`config.mk`:
```
export PLATFORM = sky130hd
export DESIGN_NAME = speed_tick_gen
export DESIGN_NICKNAME = d
export VERILOG_FILES = /design/src/rtl/speed_tick_gen_pkg.sv /design/src/rtl/sync_edge_det.sv /design/src/rtl/speed_tick_gen.sv
export SDC_FILE = /design/constraint.sdc
export NUM_CORES = 1
export LEC_CHECK = 0
export ABC_AREA = 1
export CORE_UTILIZATION = 62
export DETAILED_ROUTE_END_ITERATION = 16
export DONT_BUFFER_PORTS = 1
export PLACE_DENSITY = 0.75
export REMOVE_ABC_BUFFERS = 1
export SLEW_MARGIN = 10
export SYNTH_ARGS = -nofsm -noshare
export SYNTH_HDL_FRONTEND = slang
export SYNTH_SLANG_ARGS = --single-unit
```
`constraint.sdc`:
```
create_clock -name clk_in -period 2.7 [get_ports clk_in]
set_input_delay 0.27 -clock clk_in [delete_from_list [all_inputs] [get_ports clk_in]]
set_output_delay 0.27 -clock clk_in [all_outputs]
set_load 0.02 [all_outputs]
```
`src/rtl/speed_tick_gen_pkg.sv`:
```
// Shared defaults and command encoding for the programmable sample-rate tick generator.
package speed_tick_gen_pkg;

  localparam int DEF_CLK_HZ   = 50_000_000;
  localparam int DEF_WIDTH    = 16;
  localparam int DEF_BASE_DIV = 2272;
  localparam int DEF_STEP     = 64;
  localparam int DEF_MIN_DIV  = 256;
  localparam int DEF_MAX_DIV  = 65535;

  typedef enum logic [1:0] {
    CMD_NONE,
    CMD_UP,
    CMD_DN,
    CMD_RST
  } speed_cmd_t;

  // Reset wins; simultaneous up and down cancel out.
  function automatic speed_cmd_t decode_cmd(input logic up, input logic dn, input logic rst);
    speed_cmd_t cmd;
    cmd = CMD_NONE;
    if (rst)            cmd = CMD_RST;
    else if (up && !dn) cmd = CMD_UP;
    else if (dn && !up) cmd = CMD_DN;
    return cmd;
  endfunction

endpackage

```
`src/rtl/sync_edge_det.sv`:
```
// Two-flop synchronizer for an asynchronous board level, followed by a registered
// rising-edge pulse that appears on the third clock edge after the input rises.
module sync_edge_det (
  input  logic clk_in,
  input  logic rst_n,
  input  logic async_in,
  output logic pulse_out
);

  logic sync1_q, sync1_d;
  logic sync2_q, sync2_d;
  logic prev_q,  prev_d;
  logic pulse_q, pulse_d;

  always_comb begin
    sync1_d = async_in;
    sync2_d = sync1_q;
    prev_d  = sync2_q;
    pulse_d = sync2_q & ~prev_q;
  end

  always_ff @(posedge clk_in) begin
    if (!rst_n) begin
      sync1_q <= 1'b0;
      sync2_q <= 1'b0;
      prev_q  <= 1'b0;
      pulse_q <= 1'b0;
    end else begin
      sync1_q <= sync1_d;
      sync2_q <= sync2_d;
      prev_q  <= prev_d;
      pulse_q <= pulse_d;
    end
  end

  assign pulse_out = pulse_q;

endmodule

```
`src/rtl/speed_tick_gen.sv`:
```
// Programmable tick generator: 1-cycle strobe every div_value cycles plus a square wave
// toggling on each strobe. Divisor steps are staged and only applied at a period boundary.
module speed_tick_gen
  import speed_tick_gen_pkg::*;
#(
  parameter int CLK_HZ   = DEF_CLK_HZ,
  parameter int WIDTH    = DEF_WIDTH,
  parameter int BASE_DIV = DEF_BASE_DIV,
  parameter int STEP     = DEF_STEP,
  parameter int MIN_DIV  = DEF_MIN_DIV,
  parameter int MAX_DIV  = DEF_MAX_DIV
) (
  input  logic             clk_in,
  input  logic             rst_n,
  input  logic             speed_up,
  input  logic             speed_dn,
  input  logic             speed_rst,
  input  logic             enable,
  output logic             tick_out,
  output logic             sq_out,
  output logic [WIDTH-1:0] div_value
);

  localparam logic [WIDTH-1:0] BASE_W    = WIDTH'(BASE_DIV);
  localparam logic [WIDTH-1:0] MIN_W     = WIDTH'(MIN_DIV);
  localparam logic [WIDTH-1:0] MAX_W     = WIDTH'(MAX_DIV);
  localparam logic [WIDTH:0]   STEP_X    = (WIDTH+1)'(STEP);
  localparam logic [WIDTH:0]   MIN_X     = (WIDTH+1)'(MIN_DIV);
  localparam logic [WIDTH:0]   MAX_X     = (WIDTH+1)'(MAX_DIV);

  logic up_pulse, dn_pulse, rst_pulse;
  speed_cmd_t cmd;

  logic [WIDTH-1:0] pend_div_q, pend_div_d;
  logic [WIDTH-1:0] act_div_q,  act_div_d;
  logic [WIDTH-1:0] cnt_q,      cnt_d;
  logic             tick_q,     tick_d;
  logic             sq_q,       sq_d;

  logic [WIDTH:0]   pend_x;
  logic [WIDTH:0]   dec_x;
  logic [WIDTH:0]   inc_x;
  logic             wrap;

  sync_edge_det u_sync_up (
    .clk_in    (clk_in),
    .rst_n     (rst_n),
    .async_in  (speed_up),
    .pulse_out (up_pulse)
  );

  sync_edge_det u_sync_dn (
    .clk_in    (clk_in),
    .rst_n     (rst_n),
    .async_in  (speed_dn),
    .pulse_out (dn_pulse)
  );

  sync_edge_det u_sync_rst (
    .clk_in    (clk_in),
    .rst_n     (rst_n),
    .async_in  (speed_rst),
    .pulse_out (rst_pulse)
  );

  // One extra bit of headroom keeps the step arithmetic from wrapping before saturation.
  always_comb begin
    cmd        = decode_cmd(up_pulse, dn_pulse, rst_pulse);
    pend_x     = {1'b0, pend_div_q};
    dec_x      = pend_x - STEP_X;
    inc_x      = pend_x + STEP_X;
    pend_div_d = pend_div_q;
    case (cmd)
      CMD_RST: pend_div_d = BASE_W;
      CMD_UP:  pend_div_d = (pend_x < MIN_X + STEP_X) ? MIN_W : dec_x[WIDTH-1:0];
      CMD_DN:  pend_div_d = (inc_x > MAX_X) ? MAX_W : inc_x[WIDTH-1:0];
      default: pend_div_d = pend_div_q;
    endcase
  end

  // The active divisor is reloaded only at the wrap, so a period is never cut short.
  always_comb begin
    wrap      = (cnt_q == act_div_q - WIDTH'(1));
    cnt_d     = cnt_q;
    act_div_d = act_div_q;
    sq_d      = sq_q;
    tick_d    = 1'b0;
    if (enable) begin
      if (wrap) begin
        cnt_d     = '0;
        act_div_d = pend_div_q;
        sq_d      = ~sq_q;
        tick_d    = 1'b1;
      end else begin
        cnt_d     = cnt_q + WIDTH'(1);
      end
    end
  end

  always_ff @(posedge clk_in) begin
    if (!rst_n) begin
      pend_div_q <= BASE_W;
      act_div_q  <= BASE_W;
      cnt_q      <= '0;
      tick_q     <= 1'b0;
      sq_q       <= 1'b0;
    end else begin
      pend_div_q <= pend_div_d;
      act_div_q  <= act_div_d;
      cnt_q      <= cnt_d;
      tick_q     <= tick_d;
      sq_q       <= sq_d;
    end
  end

  assign tick_out  = tick_q;
  assign sq_out    = sq_q;
  assign div_value = act_div_q;

endmodule

```
==> metrics.yaml, run 1 <==
clock_tree:
  path_clk_slew_ps: 90
  post_cts_buffers: 0
  htreeDepth: 2
  clockBufferDepth: 2
  ctsHoldBuffers: 0
  clk_latency_ps: 310
  clock-root-buffer: "clkbuf_8"
  cts_buffers: 5
  cts.sinks: 54
  postCtsResizedCells: 0
  cts_tree: "done"
yosys:
  syn-instance-count: 472
  synth_seq_cells: 54
  synth_area_um2: 3340
  synthArstFlopShare_pct: 0
  synth.distinct_cells: 45
  synth_edf_count: 0
  synth.avg_cell_area_um2: 7.08
  ys_warn_count: 0
  synth_flop_cell: "dfxtp_1"
  synth-seq-area-share_pct: 32.3
routing:
  num_vias: 2797
  drt_iter0_markers: 134
  drc_errors: 0
  drt-pass1-iter-count: 4
  wl_per_cell_um: 12.7
  vias_per_cell: 5.25
  postRouteAntennaNets: 0
  wirelength_mm: 6.78
layout:
  drive_above_1_share_pct: 11.4
  syn_to_final_growth_pct: 3.00
  nets: 478
  utilization_pct: 67.0
  diodes: 0
  fin_area_um2: 3440
floorplanning:
  design.die.area_um2: 5690
  core_um2: 5140
  die-height_um: 75.4
  rows: 26
  die-width_um: 75.4
  ioPinCount: 24
  initial_utilization_pct: 65.0
timing:
  rsz0062_at_grt: "false"
  worst_pin_slew_ps: 454
  post-route-period-util_pct: 85.1
  slew-limit-headroom_pct: 69.6
  setup_violations: 0
  setup_tns_ps: 0
  fin_crit_ps: 2300
  max_freq_mhz: 435
  maxSlewViolCount: 0
  clock_skew_ps: 4.41
  hold_viol: 0
placed_design:
  dp_hpwl_mm: 5.20
  placed_area_um2: 3330
  globalplace.congestion: 0.991
  portBuffers: 0
global_routing:
  antenna_found_initial: 0
  overflow: 0
  grt_max_degree: 29
  grt_pass1_vias: 2503
  grt_pass1_wl_mm: 11.0
  grt_usage_pct: 25.6
power:
  max-vdd-ir-drop_v: 0.000328
  power_leakage_nw: 1.55
  combPwrFrac_pct: 6.2
  clockPowerShare_pct: 38.0
  switchingPower_w: 0.000342
  p_sw_share_pct: 23.1
  p_per_area_nw_per_um2: 430
  power_frac_seq_pct: 55.7
  p_int_w: 0.00114
worst_setup_path:
  critPathKind: "reg2reg"
  crit_path_start_kind: "register"
  worstSetupEndpointType: "register"
  worstPathRequired_ps: 2910
  path_max_fanout: 15
  cp.arrival_ps: 2500
run:
  maxCapViolCount: 0
status:
  status: "completed"
hold_path:
  hold_class: "in2reg"
-- sequential cells by signal, summed over array words and instances, names as in the netlist --
signal and flops:
u_sync_dn.prev_d 1, div_value 12, sq_out 1, u_sync_up.prev_q 1, tick_out 1, u_sync_dn.sync1_q 1, u_sync_rst.prev_d 1, u_sync_dn.prev_q 1
pend_div_q 12, cnt_q 16, u_sync_dn.pulse_out 1, u_sync_rst.sync1_q 1, u_sync_up.prev_d 1, u_sync_up.pulse_out 1, u_sync_rst.pulse_out 1, u_sync_up.sync1_q 1
u_sync_rst.prev_q 1
-- routing by layer --
metal  track usage (%)  up-vias  share of wire, %
li1                  -     1465                 -
met1              29.5     1265                44
met2              46.6       56                50
met3              4.76       11               4.1
met4              10.3        0               2.0
met5                 0        -                 0
-- cell usage after synthesis (7+ instances only) --
cell type,instances,area share [%]
xor2_1,24,6.3
nor2_2,15,2.8
nand2_1,102,11
inv_1,64,7.2
o21ai_1,10,1.5
nand4_1,10,1.9
dfxtp_1,54,32
nand3_1,35,5.2
ha_1,9,3.4
a21oi_1,23,3.4
xnor2_1,7,1.8
o21ai_0,9,1.3
nor2_1,45,5.1
-- layout make-up --
cell class                 instances  area, um^2
clock buffer                       6        82.6
clock inverter                     1        30.0
fill                             490        1700
inverter                          69         259
multi-input combinational        332        1890
sequential                        54        1080
tap                               70        87.6
timing repair buffer               1        7.51
-- path summary, 6_finish.rpt --
check	from	to	cells past startpoint	slack, ps
setup / recovery	div_value[5]$_SDFFE_PN1P_	cnt_q[2]$_SDFFE_PN0P_	10	400
hold / removal	speed_up	u_sync_up.sync1_q$_SDFF_PN0_	2	50
hold reg to reg	u_sync_up.prev_q$_SDFF_PN0_	u_sync_up.pulse_out$_SDFF_PN0_	1	390
setup reg to reg	div_value[5]$_SDFFE_PN1P_	cnt_q[2]$_SDFFE_PN0P_	10	400
-- worst max-delay path: stages, from the launching register on --
cell     delay [ps]
dfxtp_1         450
inv_1           140
ha_1            310
xor2_1          200
nand3_1         100
nor2_1          110
nand2_1          70
nor2_2          190
nand4_4         250
nand2_4         290
nor3_1           70
-- cells in the final DEF (no fill, tap or decap), drive strengths merged --
| cell type | n |
|---|---|
| buf | 1 |
| a21oi | 25 |
| dfxtp | 54 |
| xnor3 | 2 |
| o22ai | 3 |
| clkbuf | 6 |
| nand3 | 38 |
| xnor2 | 7 |
| nand3b | 2 |
| nand4 | 12 |
| a21o | 1 |
| a22oi | 1 |
| inv | 69 |
| nor2 | 63 |
| and3 | 2 |
| nor3 | 10 |
| o21ai | 19 |
| ha | 9 |
| o31ai | 1 |
| bufinv | 1 |
| nor4 | 2 |
| nand2 | 109 |
| xor2 | 24 |
| or2 | 1 |
| a211oi | 1 |
-- power by group through the flow --
stage / registers [W] / clock network [W] / logic (W)
floorplan: 0.000841 / 0 / 0.0000725
global placement: 0.000843 / 0 / 0.0000897
detailed placement: 0.000844 / 0 / 0.0000913
CTS: 0.000825 / 0.000577 / 0.0000920
global route: 0.000828 / 0.000594 / 0.000105
finish: 0.000825 / 0.000563 / 0.0000924
-- cells by family (layout without fill, tap and decap cells) --
kind of cell	count (synthesis)	after routing	synth area share (%)
DFF	54	54	32.3
and+or+nand+nor	239	239	35.6
xor gates and xnor gates	33	33	9.47
adders and majority gates	9	9	3.37
buffers and inverters	86	77	11.0
AOI/OAI and AO/OA	51	51	8.27
-- per-stage QoR --
stage | total power, W | worst slack (ps) | hold WS (ps) | instances
6_report | 0.00148 | 402 | 50.0 | 533
5_1_grt | 0.00153 | 224 | 45.0 | 533
4_1_cts | 0.00149 | 399 | 43.4 | 533
3_5_place_dp | 0.000935 | 431 | 370 | 526
3_3_place_gp | 0.000933 | 511 | 365 | 526
2_1_floorplan | 0.000913 | 74.3 | 354 | 455
No activity file was read; power rests on OpenSTA's default activity.
==> run 2: changes to the inputs <==
SYNTH_HIERARCHICAL = 1   (was not set)
==> metrics.yaml, run 2 <==
timing:
  post-route-period-util_pct: 83.9  # -1.2 points
  maxSlewViolCount: 0  # unchanged
  rsz0062_at_grt: "false"
  clock_skew_ps: 7.72  # +3.31 ps
  max_freq_mhz: 441  # +1.4%
  slew-limit-headroom_pct: 68.4  # -1.2 points
  worst_pin_slew_ps: 474  # +20.3 ps
  setup_tns_ps: 0  # unchanged
  fin_crit_ps: 2270  # -32.6 ps
  setup_violations: 0  # unchanged
  hold_viol: 0  # unchanged
yosys:
  yosysTopAreaCell: "dfxtp_1"
  ys_warn_count: 6  # +6
  synth_seq_cells: 54  # unchanged
  synth.distinct_cells: 39  # -13%
  synth_edf_count: 0  # unchanged
  yosysMostFrequentCell: "nand2_1"
  synth.top_cells.by_count: "nand2_1, inv_1, nor2_1, dfxtp_1, nand3_1"
  synth.avg_cell_area_um2: 6.57  # -7.2%
  synthArstFlopShare_pct: 0  # unchanged
  synth-seq-area-share_pct: 31.3  # -1.1 points
  syn-instance-count: 526  # +11%
  synth_flop_cell: "dfxtp_1"
  synthTopCellsByArea: "dfxtp_1, nand2_1, inv_1"
  synth_area_um2: 3460  # +3.4%
  yosysTopAreaCellShare_pct: 31.3  # -1.1 points
routing:
  vias_per_cell: 5.33  # +1.6%
  wirelength_mm: 7.51  # +11%
  drt-pass1-iter-count: 4  # unchanged
  drt_iter0_markers: 195  # +46%
  num_vias: 3155  # +13%
  postRouteAntennaNets: 0  # unchanged
  drc_errors: 0  # unchanged
  wl_per_cell_um: 12.7  # -0.27%
floorplanning:
  initial_utilization_pct: 66.0  # +0.99 points
  core_um2: 5240  # +1.9%
  ioPinCount: 24  # unchanged
  design.die.area_um2: 5880  # +3.3%
  die-height_um: 76.7  # +1.7%
  rows: 26  # unchanged
  die-width_um: 76.7  # +1.7%
worst_setup_path:
  crit_path_start_kind: "register"
  worstPathRequired_ps: 2960  # +50 ps
  path_max_fanout: 16  # +1
  critPathKind: "reg2reg"
  cp.arrival_ps: 2520  # +20 ps
  r2r-end: "div_value[7]$_SDFFE_PN1P_"
  regToRegStartpoint: "div_value[5]$_SDFFE_PN1P_"
  rr_worst_depth: 13  # +3
  worstSetupEndpointType: "register"
  regToRegSetupSlack_ps: 430  # +30 ps
hold_path:
  hold_class: "in2reg"
  holdPathStages: 1  # -1
  holdPathEnd: "pend_div_q[5]$_SDFFE_PN1P_"
  hold_path.startpoint: "rst_n"
status:
  status: "completed"
clock_tree:
  clockBufferDepth: 2  # unchanged
  cts_buffers: 5  # unchanged
  path_clk_slew_ps: 110  # +20 ps
  cts_tree: "done"
  postCtsResizedCells: 0  # unchanged
  clk_latency_ps: 310  # about the same
  post_cts_buffers: 0  # unchanged
  cts.sinks: 54  # unchanged
  ctsHoldBuffers: 0  # unchanged
  htreeDepth: 2  # unchanged
  clock-root-buffer: "clkbuf_8"
layout:
  diodes: 0  # unchanged
  final_common_cell: "nand2_1"
  largest_reg_flops: 16  # unchanged
  drive_above_1_share_pct: 9.77  # -1.7 points
  syn_to_final_growth_pct: 3.11
  nets: 536  # +12%
  regMostFlops: "cnt_q"
  final_cell_mix: "nand2_1, inv_1, nor2_1"
global_routing:
  overflow: 0  # unchanged
  grt_max_degree: 26  # -10%
  antenna_found_initial: 0  # unchanged
  grt_pass1_wl_mm: 13.5  # +23%
  grt_pass1_vias: 3089  # +23%
  grt_usage_pct: 27.9  # +2.3 points
placed_design:
  portBuffers: 0  # unchanged
  dp_hpwl_mm: 5.85  # +13%
  globalplace.congestion: 0.970  # -2.1%
power:
  p_per_area_nw_per_um2: 393  # -8.7%
  finalPower_w: 0.00140  # -5.4%
  max-vdd-ir-drop_v: 0.000289  # -12%
  power_leakage_nw: 1.62  # +4.0%
run:
  maxCapViolCount: 0  # unchanged
## run 2: metrics by stage
stage	instances	cell area, um^2	hold WS, ps	setup slack (ps)	util, %
3_3_place_gp	584	3470	365	551	66.2
4_1_cts	592	3560	35.9	420	68.1
5_1_grt	592	3560	29.4	214	68.1
3_5_place_dp	584	3470	366	457	66.2
6_report	592	3560	46.2	435	68.1
2_1_floorplan	512	3360	354	103	-
## run 2: power breakdown
part	internal, W	switching (W)
Clock	0.000193	0.000291
Sequential	0.000812	0.0000146
Combinational	0.0000293	0.0000614
Total	0.00103	0.000367
## run 2: cell families after synthesis
family	count (synthesis)	share of synthesized area (%)
AND/OR/NAND/NOR	295	39.8
buffers and inverters	92	11.2
AO/OA/AOI/OAI	56	9.41
flip-flops	54	31.3
XOR/XNOR	20	5.07
adder cells (fa/ha/maj)	9	3.26
## run 2: worst max-delay path, cell delays in order (launching register included)
cell and delay, ps:
dfxtp_1 490, inv_1 150, ha_1 230, inv_1 60, nand2_1 50, nand2_1 80
xor2_1 200, nand2_1 70, nand3b_4 180, nor2_8 150, nand3_4 160, nand2_4 220
nor2_1 70, nor2_1 90
## run 2: final cells by class
type / count / area (um^2)
Clock buffer: 5 / 68.8
Clock inverter: 3 / 28.8
Fill cell: 499 / 1670
Inverter: 78 / 295
Multi-Input combinational cell: 380 / 1990
Sequential cell: 54 / 1080
Tap cell: 70 / 87.6
Timing Repair Buffer: 2 / 15.0
## run 2: worst max path at each step
stage	from	end	slack [ps]	depth (start not counted)
2_1_floorplan	div_value[4]$_SDFFE_PN0P_	div_value[11]$_SDFFE_PN1P_	100	12
3_3_place_gp	div_value[5]$_SDFFE_PN1P_	div_value[7]$_SDFFE_PN1P_	550	13
3_5_place_dp	div_value[5]$_SDFFE_PN1P_	div_value[7]$_SDFFE_PN1P_	460	13
4_1_cts	div_value[5]$_SDFFE_PN1P_	div_value[7]$_SDFFE_PN1P_	420	13
5_1_grt	div_value[5]$_SDFFE_PN1P_	div_value[7]$_SDFFE_PN1P_	210	13
6_report	div_value[5]$_SDFFE_PN1P_	div_value[7]$_SDFFE_PN1P_	430	13
## run 2: metal layers
metal  routed length, um  GRT usage [%]  vias to the layer above  part of all wire [%]
met3                 324           5.00                       21                   4.3
met1                3330           32.7                     1417                    44
met4                 213           13.8                        0                   2.8
met5                   0              0                        -                     0
li1                    -              -                     1647                     -
met2                3640           48.4                       70                    48
